File: config.mk
export PLATFORM = sky130hd
export DESIGN_NAME = bridge_cmd_engine
export DESIGN_NICKNAME = d
export VERILOG_FILES = /design/src/rtl/bridge_cmd_pkg.sv /design/src/rtl/bridge_cmd_rr_arbiter.sv /design/src/rtl/bridge_cmd_engine.sv
export SDC_FILE = /design/constraint.sdc
export NUM_CORES = 2
export LEC_CHECK = 0
export ABC_AREA = 1
export CAP_MARGIN = 20
export CORE_AREA = 2 2 339 341
export CTS_CLUSTER_DIAMETER = 120
export CTS_CLUSTER_SIZE = 16
export DETAILED_ROUTE_END_ITERATION = 8
export DIE_AREA = 0 0 341 343
export HOLD_SLACK_MARGIN = 0.03
export PLACE_DENSITY = 0.6
export SYNTH_ARGS = -nofsm -noshare
export SYNTH_HDL_FRONTEND = slang
export SYNTH_SLANG_ARGS = --single-unit
File: constraint.sdc
create_clock -name clk -period 13.9 [get_ports clk]
set_input_delay 2.78 -clock clk [delete_from_list [all_inputs] [get_ports clk]]
set_output_delay 2.78 -clock clk [all_outputs]
set_load 0.02 [all_outputs]
File: src/rtl/bridge_cmd_pkg.sv
// Shared types and constants for the bridge command engine.
// Holds the FSM state encodings, the ASCII tags, the window offsets and the byte-order helper.
package bridge_cmd_pkg;

    typedef enum logic [1:0] {
        HostIdle,
        HostValid,
        HostDone
    } host_state_e;

    typedef enum logic [1:0] {
        ReqIdle,
        ReqPosted,
        ReqWait,
        ReqDone
    } req_state_e;

    // Upper-case tags belong to host commands, lower-case tags to core requests.
    localparam logic [15:0] AsciiCM   = 16'h434D;
    localparam logic [15:0] AsciiBU   = 16'h4255;
    localparam logic [15:0] AsciiOK   = 16'h4F4B;
    localparam logic [15:0] AsciiER   = 16'h4552;
    localparam logic [15:0] AsciiCmLc = 16'h636D;
    localparam logic [15:0] AsciiBuLc = 16'h6275;
    localparam logic [15:0] AsciiOkLc = 16'h6F6B;

    localparam logic [26:0] OffCmd   = 27'h000;
    localparam logic [26:0] OffInfo0 = 27'h004;
    localparam logic [26:0] OffInfo1 = 27'h008;
    localparam logic [26:0] OffParam = 27'h020;
    localparam logic [26:0] OffResp  = 27'h040;

    localparam logic [31:0] InfoVal0    = 32'h0000_0020;
    localparam logic [31:0] InfoVal1    = 32'h0000_0040;
    localparam logic [31:0] UnmappedVal = 32'hFFFF_FFFF;

    function automatic logic [31:0] to_be(input logic little, input logic [31:0] word);
        return little ? {word[7:0], word[15:8], word[23:16], word[31:24]} : word;
    endfunction

endpackage

File: src/rtl/bridge_cmd_rr_arbiter.sv
// Round-robin arbiter over the core request channels.
// The search starts one past the last committed grant; the pointer moves only on commit.
module bridge_cmd_rr_arbiter #(
    parameter int unsigned NUM_REQ = 2,
    parameter int unsigned IDX_W   = 1
) (
    input  logic               clk,
    input  logic               reset,
    input  logic [NUM_REQ-1:0] req_i,
    input  logic               commit_i,
    input  logic [IDX_W-1:0]   commit_idx_i,
    output logic               gnt_valid_o,
    output logic [NUM_REQ-1:0] gnt_o,
    output logic [IDX_W-1:0]   gnt_idx_o
);

    logic [IDX_W-1:0] last_q;
    int unsigned      cand;

    always_ff @(posedge clk) begin
        if (reset) begin
            last_q <= IDX_W'(NUM_REQ - 1);
        end else if (commit_i) begin
            last_q <= commit_idx_i;
        end
    end

    always_comb begin
        gnt_valid_o = 1'b0;
        gnt_o       = '0;
        gnt_idx_o   = '0;
        cand        = 0;
        for (int unsigned k = 1; k <= NUM_REQ; k++) begin
            cand = (32'(last_q) + k) % NUM_REQ;
            if (!gnt_valid_o && req_i[IDX_W'(cand)]) begin
                gnt_valid_o           = 1'b1;
                gnt_o[IDX_W'(cand)]   = 1'b1;
                gnt_idx_o             = IDX_W'(cand);
            end
        end
    end

endmodule

File: src/rtl/bridge_cmd_engine.sv
// Host/core command engine on the bridge bus: decodes both command windows, runs host
// commands out on cmd_*, and serves core requesters round-robin with a per-request timeout.
module bridge_cmd_engine
    import bridge_cmd_pkg::*;
#(
    parameter logic [31:0] HOST_BASE      = 32'hF800_0000,
    parameter logic [31:0] CORE_BASE      = 32'hF800_1000,
    parameter int unsigned PARAM_WORDS    = 4,
    parameter int unsigned NUM_REQ        = 2,
    parameter int unsigned TIMEOUT_CYCLES = 1_000_000
) (
    input  logic                            clk,
    input  logic                            reset,
    input  logic [31:0]                     bridge_addr,
    input  logic                            bridge_rd,
    input  logic                            bridge_wr,
    input  logic [31:0]                     bridge_wr_data,
    output logic [31:0]                     bridge_rd_data,
    input  logic                            bridge_endian_little,
    output logic                            cmd_valid,
    output logic [15:0]                     cmd_word,
    output logic [32*PARAM_WORDS-1:0]       cmd_param,
    input  logic [15:0]                     cmd_progress,
    input  logic                            cmd_done,
    input  logic [15:0]                     cmd_result,
    input  logic [32*PARAM_WORDS-1:0]       cmd_response,
    input  logic [NUM_REQ-1:0]              req_valid,
    input  logic [16*NUM_REQ-1:0]           req_word,
    input  logic [32*PARAM_WORDS*NUM_REQ-1:0] req_param,
    output logic [NUM_REQ-1:0]              req_ready,
    output logic [NUM_REQ-1:0]              req_done,
    output logic [15:0]                     req_progress,
    output logic [15:0]                     req_result,
    output logic [32*PARAM_WORDS-1:0]       req_response,
    output logic                            req_timeout
);

    localparam int unsigned IdxW   = (NUM_REQ > 1) ? $clog2(NUM_REQ) : 1;
    localparam int unsigned TimerW = $clog2(TIMEOUT_CYCLES + 1);
    localparam logic [TimerW-1:0] TimerLast = TimerW'(TIMEOUT_CYCLES - 1);

    // Address decode
    logic [26:0]            host_off, core_off;
    logic                   host_cmd_we, core_sts_we;
    logic [PARAM_WORDS-1:0] host_param_we, core_resp_we;
    logic [31:0]            rd_mux, rd_data_q;
    logic                   unused_addr;

    assign host_off    = bridge_addr[26:0] - HOST_BASE[26:0];
    assign core_off    = bridge_addr[26:0] - CORE_BASE[26:0];
    assign unused_addr = ^bridge_addr[31:27];

    // Host side state
    host_state_e             host_state_q, host_state_d;
    logic [31:0]             host_status_q, host_status_d;
    logic                    cmd_valid_q, cmd_valid_d;
    logic                    host_latch, host_resp_latch;
    logic [15:0]             cmd_word_q;
    logic [32*PARAM_WORDS-1:0] cmd_param_q;
    logic [31:0]             host_param_q [PARAM_WORDS];
    logic [31:0]             host_resp_q  [PARAM_WORDS];

    // Core request side state
    req_state_e              req_state_q, req_state_d;
    logic [IdxW-1:0]         gnt_idx_q, gnt_idx;
    logic [NUM_REQ-1:0]      gnt_onehot;
    logic                    gnt_valid;
    logic                    req_accept, req_to, req_ok, req_bu, core_cmd_clr, timer_hit;
    logic [31:0]             core_cmd_q, core_status_q;
    logic [31:0]             req_param_q [PARAM_WORDS];
    logic [31:0]             core_resp_q [PARAM_WORDS];
    logic [TimerW-1:0]       timer_q, timer_d;
    logic [NUM_REQ-1:0]      req_ready_q;
    logic [15:0]             req_progress_q, req_result_q;
    logic [32*PARAM_WORDS-1:0] req_response_q;
    logic                    req_timeout_q;

    always_comb begin
        host_cmd_we = bridge_wr && (host_off == OffCmd);
        core_sts_we = bridge_wr && (core_off == OffCmd);
        for (int unsigned i = 0; i < PARAM_WORDS; i++) begin
            host_param_we[i] = bridge_wr && (host_off == OffParam + 27'(4 * i));
            core_resp_we[i]  = bridge_wr && (core_off == OffResp + 27'(4 * i));
        end
    end

    always_comb begin
        rd_mux = UnmappedVal;
        if (host_off == OffInfo0 || core_off == OffInfo0) rd_mux = InfoVal0;
        if (host_off == OffInfo1 || core_off == OffInfo1) rd_mux = InfoVal1;
        if (host_off == OffCmd) rd_mux = host_status_q;
        if (core_off == OffCmd) rd_mux = core_cmd_q;
        for (int unsigned i = 0; i < PARAM_WORDS; i++) begin
            if (host_off == OffResp + 27'(4 * i)) begin
                rd_mux = to_be(bridge_endian_little, host_resp_q[i]);
            end
            if (core_off == OffParam + 27'(4 * i)) begin
                rd_mux = to_be(bridge_endian_little, req_param_q[i]);
            end
        end
    end

    always_ff @(posedge clk) begin
        if (reset) begin
            rd_data_q <= '0;
        end else if (bridge_rd) begin
            rd_data_q <= rd_mux;
        end
    end

    // Host command FSM
    always_comb begin
        host_state_d    = host_state_q;
        host_status_d   = host_status_q;
        host_latch      = 1'b0;
        host_resp_latch = 1'b0;
        unique case (host_state_q)
            HostIdle: begin
                if (host_cmd_we) begin
                    if (bridge_wr_data[31:16] == AsciiCM) begin
                        host_state_d  = HostValid;
                        host_status_d = {AsciiBU, 16'h0000};
                        host_latch    = 1'b1;
                    end else begin
                        host_status_d = {AsciiER, 16'h0001};
                    end
                end
            end
            HostValid: begin
                if (cmd_done) begin
                    host_state_d    = HostDone;
                    host_status_d   = {AsciiOK, cmd_result};
                    host_resp_latch = 1'b1;
                end else begin
                    host_status_d = {AsciiBU, cmd_progress};
                end
            end
            HostDone: host_state_d = HostIdle;
            default:  host_state_d = HostIdle;
        endcase
        // Registered one cycle behind the state so valid lands two cycles after the write.
        cmd_valid_d = (host_state_q == HostValid) && (host_state_d == HostValid);
    end

    always_ff @(posedge clk) begin
        if (reset) begin
            host_state_q  <= HostIdle;
            host_status_q <= '0;
            cmd_valid_q   <= 1'b0;
            cmd_word_q    <= '0;
            cmd_param_q   <= '0;
            for (int unsigned i = 0; i < PARAM_WORDS; i++) begin
                host_param_q[i] <= '0;
                host_resp_q[i]  <= '0;
            end
        end else begin
            host_state_q  <= host_state_d;
            host_status_q <= host_status_d;
            cmd_valid_q   <= cmd_valid_d;
            for (int unsigned i = 0; i < PARAM_WORDS; i++) begin
                if (host_param_we[i]) begin
                    host_param_q[i] <= to_be(bridge_endian_little, bridge_wr_data);
                end
                if (host_latch) cmd_param_q[32*i +: 32] <= host_param_q[i];
                if (host_resp_latch) host_resp_q[i] <= cmd_response[32*i +: 32];
            end
            if (host_latch) cmd_word_q <= bridge_wr_data[15:0];
        end
    end

    // Core request FSM
    bridge_cmd_rr_arbiter #(
        .NUM_REQ(NUM_REQ),
        .IDX_W  (IdxW)
    ) u_arbiter (
        .clk         (clk),
        .reset       (reset),
        .req_i       (req_valid),
        .commit_i    (req_state_q == ReqDone),
        .commit_idx_i(gnt_idx_q),
        .gnt_valid_o (gnt_valid),
        .gnt_o       (gnt_onehot),
        .gnt_idx_o   (gnt_idx)
    );

    always_comb begin
        req_state_d  = req_state_q;
        req_accept   = 1'b0;
        req_to       = 1'b0;
        req_ok       = 1'b0;
        req_bu       = 1'b0;
        timer_hit    = (timer_q == TimerLast);
        timer_d      = timer_q;
        unique case (req_state_q)
            ReqIdle: begin
                if (gnt_valid) begin
                    req_state_d = ReqPosted;
                    req_accept  = 1'b1;
                end
            end
            ReqPosted: begin
                if (timer_hit) begin
                    req_state_d = ReqDone;
                    req_to      = 1'b1;
                end else if (core_sts_we) begin
                    req_state_d = ReqWait;
                end
            end
            ReqWait: begin
                if (timer_hit) begin
                    req_state_d = ReqDone;
                    req_to      = 1'b1;
                end else if (core_status_q[31:16] == AsciiOkLc) begin
                    req_state_d = ReqDone;
                    req_ok      = 1'b1;
                end else if (core_status_q[31:16] == AsciiBuLc) begin
                    req_bu = 1'b1;
                end
            end
            ReqDone: req_state_d = ReqIdle;
            default: req_state_d = ReqIdle;
        endcase
        if ((req_state_q == ReqPosted || req_state_q == ReqWait) && timer_q != '1) begin
            timer_d = timer_q + 1'b1;
        end
        core_cmd_clr = req_to || (req_state_q == ReqPosted && core_sts_we);
    end

    always_ff @(posedge clk) begin
        if (reset) begin
            req_state_q    <= ReqIdle;
            gnt_idx_q      <= '0;
            core_cmd_q     <= '0;
            core_status_q  <= '0;
            timer_q        <= '0;
            req_ready_q    <= '0;
            req_progress_q <= '0;
            req_result_q   <= '0;
            req_response_q <= '0;
            req_timeout_q  <= 1'b0;
            for (int unsigned i = 0; i < PARAM_WORDS; i++) begin
                req_param_q[i] <= '0;
                core_resp_q[i] <= '0;
            end
        end else begin
            req_state_q <= req_state_d;
            req_ready_q <= req_accept ? gnt_onehot : '0;
            for (int unsigned i = 0; i < PARAM_WORDS; i++) begin
                if (core_resp_we[i]) begin
                    core_resp_q[i] <= to_be(bridge_endian_little, bridge_wr_data);
                end
            end
            // Clearing status at accept keeps a stale "ok" from completing the new request.
            if (req_accept) begin
                gnt_idx_q     <= gnt_idx;
                core_cmd_q    <= {AsciiCmLc, req_word[16*gnt_idx +: 16]};
                core_status_q <= '0;
                timer_q       <= '0;
                req_timeout_q <= 1'b0;
                for (int unsigned i = 0; i < PARAM_WORDS; i++) begin
                    req_param_q[i] <= req_param[32*(PARAM_WORDS*32'(gnt_idx) + i) +: 32];
                end
            end else begin
                timer_q <= timer_d;
                if (core_sts_we) core_status_q <= bridge_wr_data;
                if (core_cmd_clr) core_cmd_q <= '0;
            end
            if (req_to) req_timeout_q <= 1'b1;
            if (req_bu) req_progress_q <= core_status_q[15:0];
            if (req_ok) begin
                req_result_q <= core_status_q[15:0];
                for (int unsigned i = 0; i < PARAM_WORDS; i++) begin
                    req_response_q[32*i +: 32] <= core_resp_q[i];
                end
            end
        end
    end

    assign bridge_rd_data = rd_data_q;
    assign cmd_valid      = cmd_valid_q;
    assign cmd_word       = cmd_word_q;
    assign cmd_param      = cmd_param_q;
    assign req_ready      = req_ready_q;
    assign req_done       = (req_state_q == ReqDone) ? (NUM_REQ'(1) << gnt_idx_q) : '0;
    assign req_progress   = req_progress_q;
    assign req_result     = req_result_q;
    assign req_response   = req_response_q;
    assign req_timeout    = req_timeout_q;

endmodule

==> flow_results.org <==
** Outcome
- Status :: completed

** Setup path
- Data on the critical path arrives at its endpoint at 6.89 ns.
- Setup slack on the worst reg-to-reg path comes out at 9.42 ns.
- Tracing the worst setup path back leads to its startpoint at bridge_addr[0].
- The critical path is of the in2reg type.
- Reg-to-reg critical path endpoint :: req_response[57]$_SDFFE_PP0P_
- CP bufs+invs :: 8
- Critical-path top delay cell :: sky130_fd_sc_hd__buf_4
- Worst reg2reg path startpoint :: timer_q[0]$_SDFFE_PP0P_
- In this run the worst path has a maximum fanout of 100.
- In this run the worst setup path terminates at cmd_param[35]$_SDFFE_PP0P_.
- Count of cells along the worst register-to-register path :: 11
- Traced cell by cell, the critical path runs through clkdlybuf4s50_1 > nor2_1 > inv_1 > nor3_1 > inv_1 > nor2_2 > nand2_1 > inv_2 > nand4_1 > nor2_4 > buf_4 > clkinv_2 > buf_4 > buf_16 > o21ai_0 > nor2_1.
- The worst setup path is captured at a flip-flop.
- In this design, the largest share of critical-path delay is due to buffers and inverters.
- In this run the number of cells on the critical path is 16.
- Peak per-stage delay on the critical path :: 0.54 ns
- Required time of the critical path :: 14.43 ns
- The worst setup path is launched from an input port.

** Synth
- In the post-synthesis netlist, the cell with the most instances is sky130_fd_sc_hd__nand2_1.
- Syn_nets :: 5398
- Gate count after technology mapping :: 4873
- Yosys warns :: 0
- Sequential cells were found to cover 57.9% of the synthesized design area.
- Number of distinct library cell variants in the gate-level netlist after synthesis :: 52
- Yosys attributes the largest share of cell area to sky130_fd_sc_hd__edfxtp_1 37%, sky130_fd_sc_hd__dfxtp_1 21%, sky130_fd_sc_hd__nand2_1 7.0%, sky130_fd_sc_hd__nor2_1 6.7%, sky130_fd_sc_hd__o21ai_0 6.2%.
- Average size of a mapped cell :: 8.55 um2
- Of the post-synthesis cell area, the dominant cell type holds 36.9%.
- Synth async-reset ratio :: 0%
- Number of register bits inferred by synthesis :: 949
- The most used flip-flop cell after synthesis is sky130_fd_sc_hd__edfxtp_1.
- Post-synth EDFFs :: 512
- Most used standard cells in the synthesized netlist :: 776 x sky130_fd_sc_hd__nand2_1, 744 x sky130_fd_sc_hd__nor2_1, 553 x sky130_fd_sc_hd__inv_1, 519 x sky130_fd_sc_hd__o21ai_0, 512 x sky130_fd_sc_hd__edfxtp_1
- Summed over all instances, the cell type with the most area after synthesis is sky130_fd_sc_hd__edfxtp_1.
- Post-synthesis instance area :: 41700 um2

** Finish
- Proportion of layout cells with a drive suffix above 1 :: 4.48%
- At the end of the flow, the number of nets in the layout was 6055.
- Area Overhead vs Synth :: 28.7%
- Non-filler cells in the finished layout :: 7107

** CTS
- TritonCTS clock tree :: yes
- Maximum clock insertion buffer count :: 3
- The clock tree synthesis step divided the H-tree into 3 levels.
- Clk slew on worst S/H paths :: 0.07 ns
- After clock tree synthesis, the flow added hold-fix buffers numbering 0.
- In this run, post-CTS repair resized a total of 0 instances.
- Clock tree synthesis inserted a total of 70 buffers.
- Clk sinks :: 949
- Root buffer selected by CTS :: sky130_fd_sc_hd__clkbuf_16
- Number of setup buffers added after CTS :: 0
- Insertion delay of the later-clocked pin in the worst-skew pair :: 0.66 ns

** STA
- Fin Setup TNS :: 0 ns
- Across the routed clock network, the largest skew measured is 0.0276 ns.
- Unrepaired setup endpoints after global routing :: false
- Tcrit/Tclk final :: 45.7%
- Clock period minus worst slack :: 6.36 ns
- Fmax achieved :: 157 MHz
- Number of setup violations in the final report :: 0
- The tightest hold path in the finished design has a slack of 0.445 ns.
- The number of pins exceeding their max-slew limit in the final report was 0.
- The final-report hold violation count was 0.
- The worst pin sits at a relative slew slack of 20.8%.
- Actual slew at the worst max-slew pin :: 1.19 ns

** Job
- Max-cap violations in this run came to 0.

** Floorplanning
- # IOs :: 862
- The die covers 117000 um2.
- Core area :: 113000 um2
- In this run the horizontal extent of the chip is 341 um.
- Effective utilization at floorplan :: 36.7%
- In this run the vertical extent of the chip is 343 um.
- The floorplan has 124 rows.

** Placed design
- HPWL after detailed placement :: 117 mm
- Port Buf Inserts :: 856
- Dpl cells :: 6966
- Global placer's final weighted congestion :: 0.871

** Power
- Sequential power share :: 53.6%
- Cell-internal power :: 0.00445 W
- Summed over all nets, the switching power comes to 0.00168 W.
- Dividing total power by cell area gives a power density of 114 nW/um2.
- Clk network pwr share :: 32.7%
- Sw Share :: 27.4%
- Static Leakage :: 19.9 nW
- Combinational logic burns 13.6% of the power.
- Worst voltage drop across the vdd grid :: 0.0000777 V

** Drt
- Dividing the detail-routed wire length by the instance count gives 22.7 um.
- In the routed design, unresolved DRC markers number 0.
- After detailed routing, the total wire length is 161 mm.
- For this block, the via count after detailed routing is 36000.
- Dividing the detail-routed via count by the number of cells gives 5.07.
- The detailed router finished its first iteration with 3300 violations.
- Total iterations of the first detailed-routing run :: 6
- In this run the remaining antenna-violating nets after routing total 0.

** Hold path
- Worst min-delay path category :: reg2reg

** Global route
- Largest net degree at the start of global routing :: 180
- The total overflow left after global routing is 0.
- All-Layer GR Usage :: 26.5%
- The initial antenna violation count is 18.
- The first global-routing pass estimated 226 mm of wire.
- The number of global-route vias before repair is 33500.
[power groups by stage]
stage | registers (W) | clock network, W | logic (W)
floorplan | 0.00334 | 0 | 0.000428
global placement | 0.00335 | 0 | 0.000828
detailed placement | 0.00335 | 0 | 0.000841
CTS | 0.00329 | 0.00205 | 0.000844
global route | 0.00331 | 0.00215 | 0.000910
finish | 0.00329 | 0.00201 | 0.000837
[kinds of logic (layout without fill, tap and decap cells)]
family | count (synthesis) | count (layout) | synth area share [%]
and+or+nand+nor | 1911 | 1911 | 19.1
AOI/OAI and AO/OA | 1095 | 1095 | 14.0
DFF | 949 | 949 | 57.9
buffers and inverters | 886 | 1597 | 8.21
muxes | 25 | 25 | 0.648
adders and majority gates | 5 | 5 | 0.150
xor gates and xnor gates | 2 | 2 | 0.0420
other | 0 | 11 | 0
[worst min-delay path, stage by stage, from the launching register on]
cell and delay, ns:
sky130_fd_sc_hd__dfxtp_1 0.31, sky130_fd_sc_hd__inv_1 0.05, sky130_fd_sc_hd__a21oi_1 0.05
[how the worst min path moves through the flow]
stage	startpoint	endpoint	slack [ns]	cells after the start
final	req_response[63]$_SDFFE_PP0P_	req_response[63]$_SDFFE_PP0P_	0.44	2
after global routing	req_response[38]$_SDFFE_PP0P_	req_response[38]$_SDFFE_PP0P_	0.46	2
after global placement	req_response[12]$_SDFFE_PP0P_	req_response[12]$_SDFFE_PP0P_	0.43	2
after floorplan	host_status_q[6]$_SDFFE_PP0P_	host_status_q[6]$_SDFFE_PP0P_	0.44	2
after detailed placement	req_response[104]$_SDFFE_PP0P_	req_response[104]$_SDFFE_PP0P_	0.44	2
after CTS	req_response[104]$_SDFFE_PP0P_	req_response[104]$_SDFFE_PP0P_	0.45	2
[sequential cells by signal (all words and copies together) (netlist names)]
register,count
cmd_valid,1
timer_q,20
core_resp_q,128
host_param_q,128
req_state_q,2
cmd_word,16
req_result,16
core_cmd_q,17
core_status_q,32
req_param_q,128
req_progress,16
bridge_rd_data,32
host_resp_q,128
req_ready,2
req_response,128
host_state_q,2
gnt_idx_q,1
req_timeout,1
u_arbiter.last_q,1
host_status_q,22
cmd_param,128
[per-layer routing]
metal | vias up | global-route usage, % | wire length, um | part of all wire [%]
met5 | - | 0 | 47 | 0.029
li1 | 17400 | - | - | -
met2 | 1428 | 45.4 | 78200 | 48
met3 | 235 | 5.13 | 12200 | 7.6
met4 | 8 | 13.1 | 7960 | 4.9
met1 | 16900 | 32.0 | 63000 | 39
[metrics by stage]
| stage | util, % | cell area (um2) | worst slack (ns) | total power, W |
|---|---|---|---|---|
| 2_1_floorplan | - | 41700 | 6.31 | 0.00377 |
| 3_3_place_gp | 45.4 | 51400 | 6.84 | 0.00417 |
| 3_5_place_dp | 45.4 | 51500 | 6.81 | 0.00419 |
| 4_1_cts | 47.2 | 53600 | 7.49 | 0.00618 |
| 5_1_grt | 47.3 | 53600 | 7.34 | 0.00637 |
| 6_report | 47.3 | 53600 | 7.54 | 0.00613 |
[cells in the final DEF, fill, tap and decap left out, types with 11 or more instances in the layout]
master / count
sky130_fd_sc_hd__a32o_1: 17
sky130_fd_sc_hd__o21ai_1: 47
sky130_fd_sc_hd__nor4_1: 12
sky130_fd_sc_hd__clkbuf_1: 47
sky130_fd_sc_hd__nor2_2: 14
sky130_fd_sc_hd__diode_2: 11
sky130_fd_sc_hd__nand3_1: 232
sky130_fd_sc_hd__nor3_1: 16
sky130_fd_sc_hd__clkdlybuf4s50_1: 853
sky130_fd_sc_hd__o211ai_1: 67
sky130_fd_sc_hd__dfxtp_1: 437
sky130_fd_sc_hd__buf_4: 50
sky130_fd_sc_hd__edfxtp_1: 512
sky130_fd_sc_hd__clkbuf_16: 70
sky130_fd_sc_hd__a22oi_1: 16
sky130_fd_sc_hd__nor2_1: 737
sky130_fd_sc_hd__inv_1: 548
sky130_fd_sc_hd__a21oi_1: 388
sky130_fd_sc_hd__o21ai_0: 515
sky130_fd_sc_hd__mux2_2: 16
sky130_fd_sc_hd__o21ai_2: 26
sky130_fd_sc_hd__nand4_1: 86
sky130_fd_sc_hd__nand2_1: 770
[final cells by class]
cell class	count	area [um2]
clock inverters	9	131
clock buffers	117	1930
inverters	562	2140
fillers	10900	59800
repair buffers	909	9050
multi-input cells	3038	14400
flip-flops and latches	949	24100
well taps	1512	1890
diodes	11	27.5
Power figures use the tool's default switching activity.
==> edit (config.mk and constraints unchanged) <==
Reset style: asynchronous (`reset`), changed in 4 clocked blocks.
--- a/src/rtl/bridge_cmd_rr_arbiter.sv
+++ b/src/rtl/bridge_cmd_rr_arbiter.sv
@@ -18,5 +18,5 @@
     int unsigned      cand;
 
-    always_ff @(posedge clk) begin
+    always_ff @(posedge clk or posedge reset) begin
         if (reset) begin
             last_q <= IDX_W'(NUM_REQ - 1);
--- a/src/rtl/bridge_cmd_engine.sv
+++ b/src/rtl/bridge_cmd_engine.sv
@@ -101,5 +101,5 @@
     end
 
-    always_ff @(posedge clk) begin
+    always_ff @(posedge clk or posedge reset) begin
         if (reset) begin
             rd_data_q <= '0;
@@ -143,5 +143,5 @@
     end
 
-    always_ff @(posedge clk) begin
+    always_ff @(posedge clk or posedge reset) begin
         if (reset) begin
             host_state_q  <= HostIdle;
@@ -227,5 +227,5 @@
     end
 
-    always_ff @(posedge clk) begin
+    always_ff @(posedge clk or posedge reset) begin
         if (reset) begin
             req_state_q    <= ReqIdle;
Function: not settled (the Yosys comparison gave no result); the edit may change what the design does.
==> edit against the unedited design <==
  * Sequential cell count unchanged
  * Non-clock buffer count decreased by 4
  * Total power increased by 2.7%
  * Fmax about the same
  * Synthesized cell count decreased by 6.5%
  * Sequential share of layout area decreased by 1.2 points
  * Design area increased by 1.1%
  * Worst setup slack got worse by 0.0042 ns
  * Clock skew increased by 0.0015 ns
  * Wire length decreased by 3.6%
  * Highest routed layer unchanged
  * Synthesized area increased by 1.6%
  * Register-to-register slack improved by 0.45 ns
==> edit: results (changes against the unedited design) <==
| Metric | Value |
|---|---|
| Result of the run | `finished clean (unchanged)` |
| Detailed-route wire length per cell | `22.9 µm (was 22.7 µm)` |
| Delay of the slowest cell on the worst path | `0.71 ns (was 0.54 ns)` |
| Leading register cell type out of synthesis | `dfrtp_1 (was edfxtp_1)` |
| Clock-cell share of area | `0.0359 (was 0.0384)` |
| Critical path launch point | `bridge_addr[6] (was bridge_addr[0])` |
| Standard cell area after detailed placement | `52,200 µm² (was 51,500 µm²)` |
| Power Dens Cells | `116 nW/µm² (was 114 nW/µm²)` |
| Met2 global-route usage | `0.432 (was 0.454)` |
| Wire length of the first global-routing pass | `226,000 µm (about the same)` |
| Final GP Congestion | `0.904 (was 0.871)` |
| Launching point of the worst reg2reg path | `timer_q[1] (was timer_q[0])` |
| Clock skew after layout | `0.0291 ns (was 0.0276 ns)` |
| Synthesized area per cell | `9.29 µm² (was 8.55 µm²)` |
| Routed metal-1 wirelength | `63,700 µm (was 63,000 µm)` |
| Number of flip-flops and latches | `949 (unchanged)` |
| Met3 WL | `12,500 µm (was 12,200 µm)` |
| Hpwl dp | `115,000 µm (was 117,000 µm)` |
| Final nets | `5,787 (was 6,055)` |
| Starting DRC count in detailed routing | `2,790 (was 3,300)` |
| Sequential fraction of the synthesis area | `0.561 (was 0.579)` |
| Cells after DPL | `6,702 (was 6,966)` |
| Netlist cell types | `45 (was 52)` |
| Via Count | `35,000 (was 36,000)` |
| Buffer count excluding the clock tree in the final layout | `905 (was 909)` |
[edit: path summary, 6_finish.rpt]
| check | endpoint | slack (ns) | cells past startpoint |
|---|---|---|---|
| hold / removal | host_param_q[37] | 0.48 | 2 |
| min in group asynchronous | cmd_param[29] | 2.56 | 2 |
| setup / recovery | bridge_rd_data[20] | 7.54 | 15 |
| setup reg to reg | req_response[2] | 9.87 | 10 |
| max in group asynchronous | req_response[14] | 8.52 | 5 |
| hold reg to reg | host_param_q[37] | 0.48 | 2 |
[edit: cell families (layout without fill, tap and decap cells)]
group	after synthesis	after routing
compound gates	897	897
fa+ha+maj	5	5
buf+inv	588	1307
flops	949	949
mux	408	408
other cells	0	13
simple gates	1711	1711
[edit: power breakdown]
group / internal [mW] / total [mW] / switching, mW
clock: 0.932 / 1.95 / 1.02
combinational: 0.421 / 1.11 / 0.692
sequential: 3.04 / 3.23 / 0.198
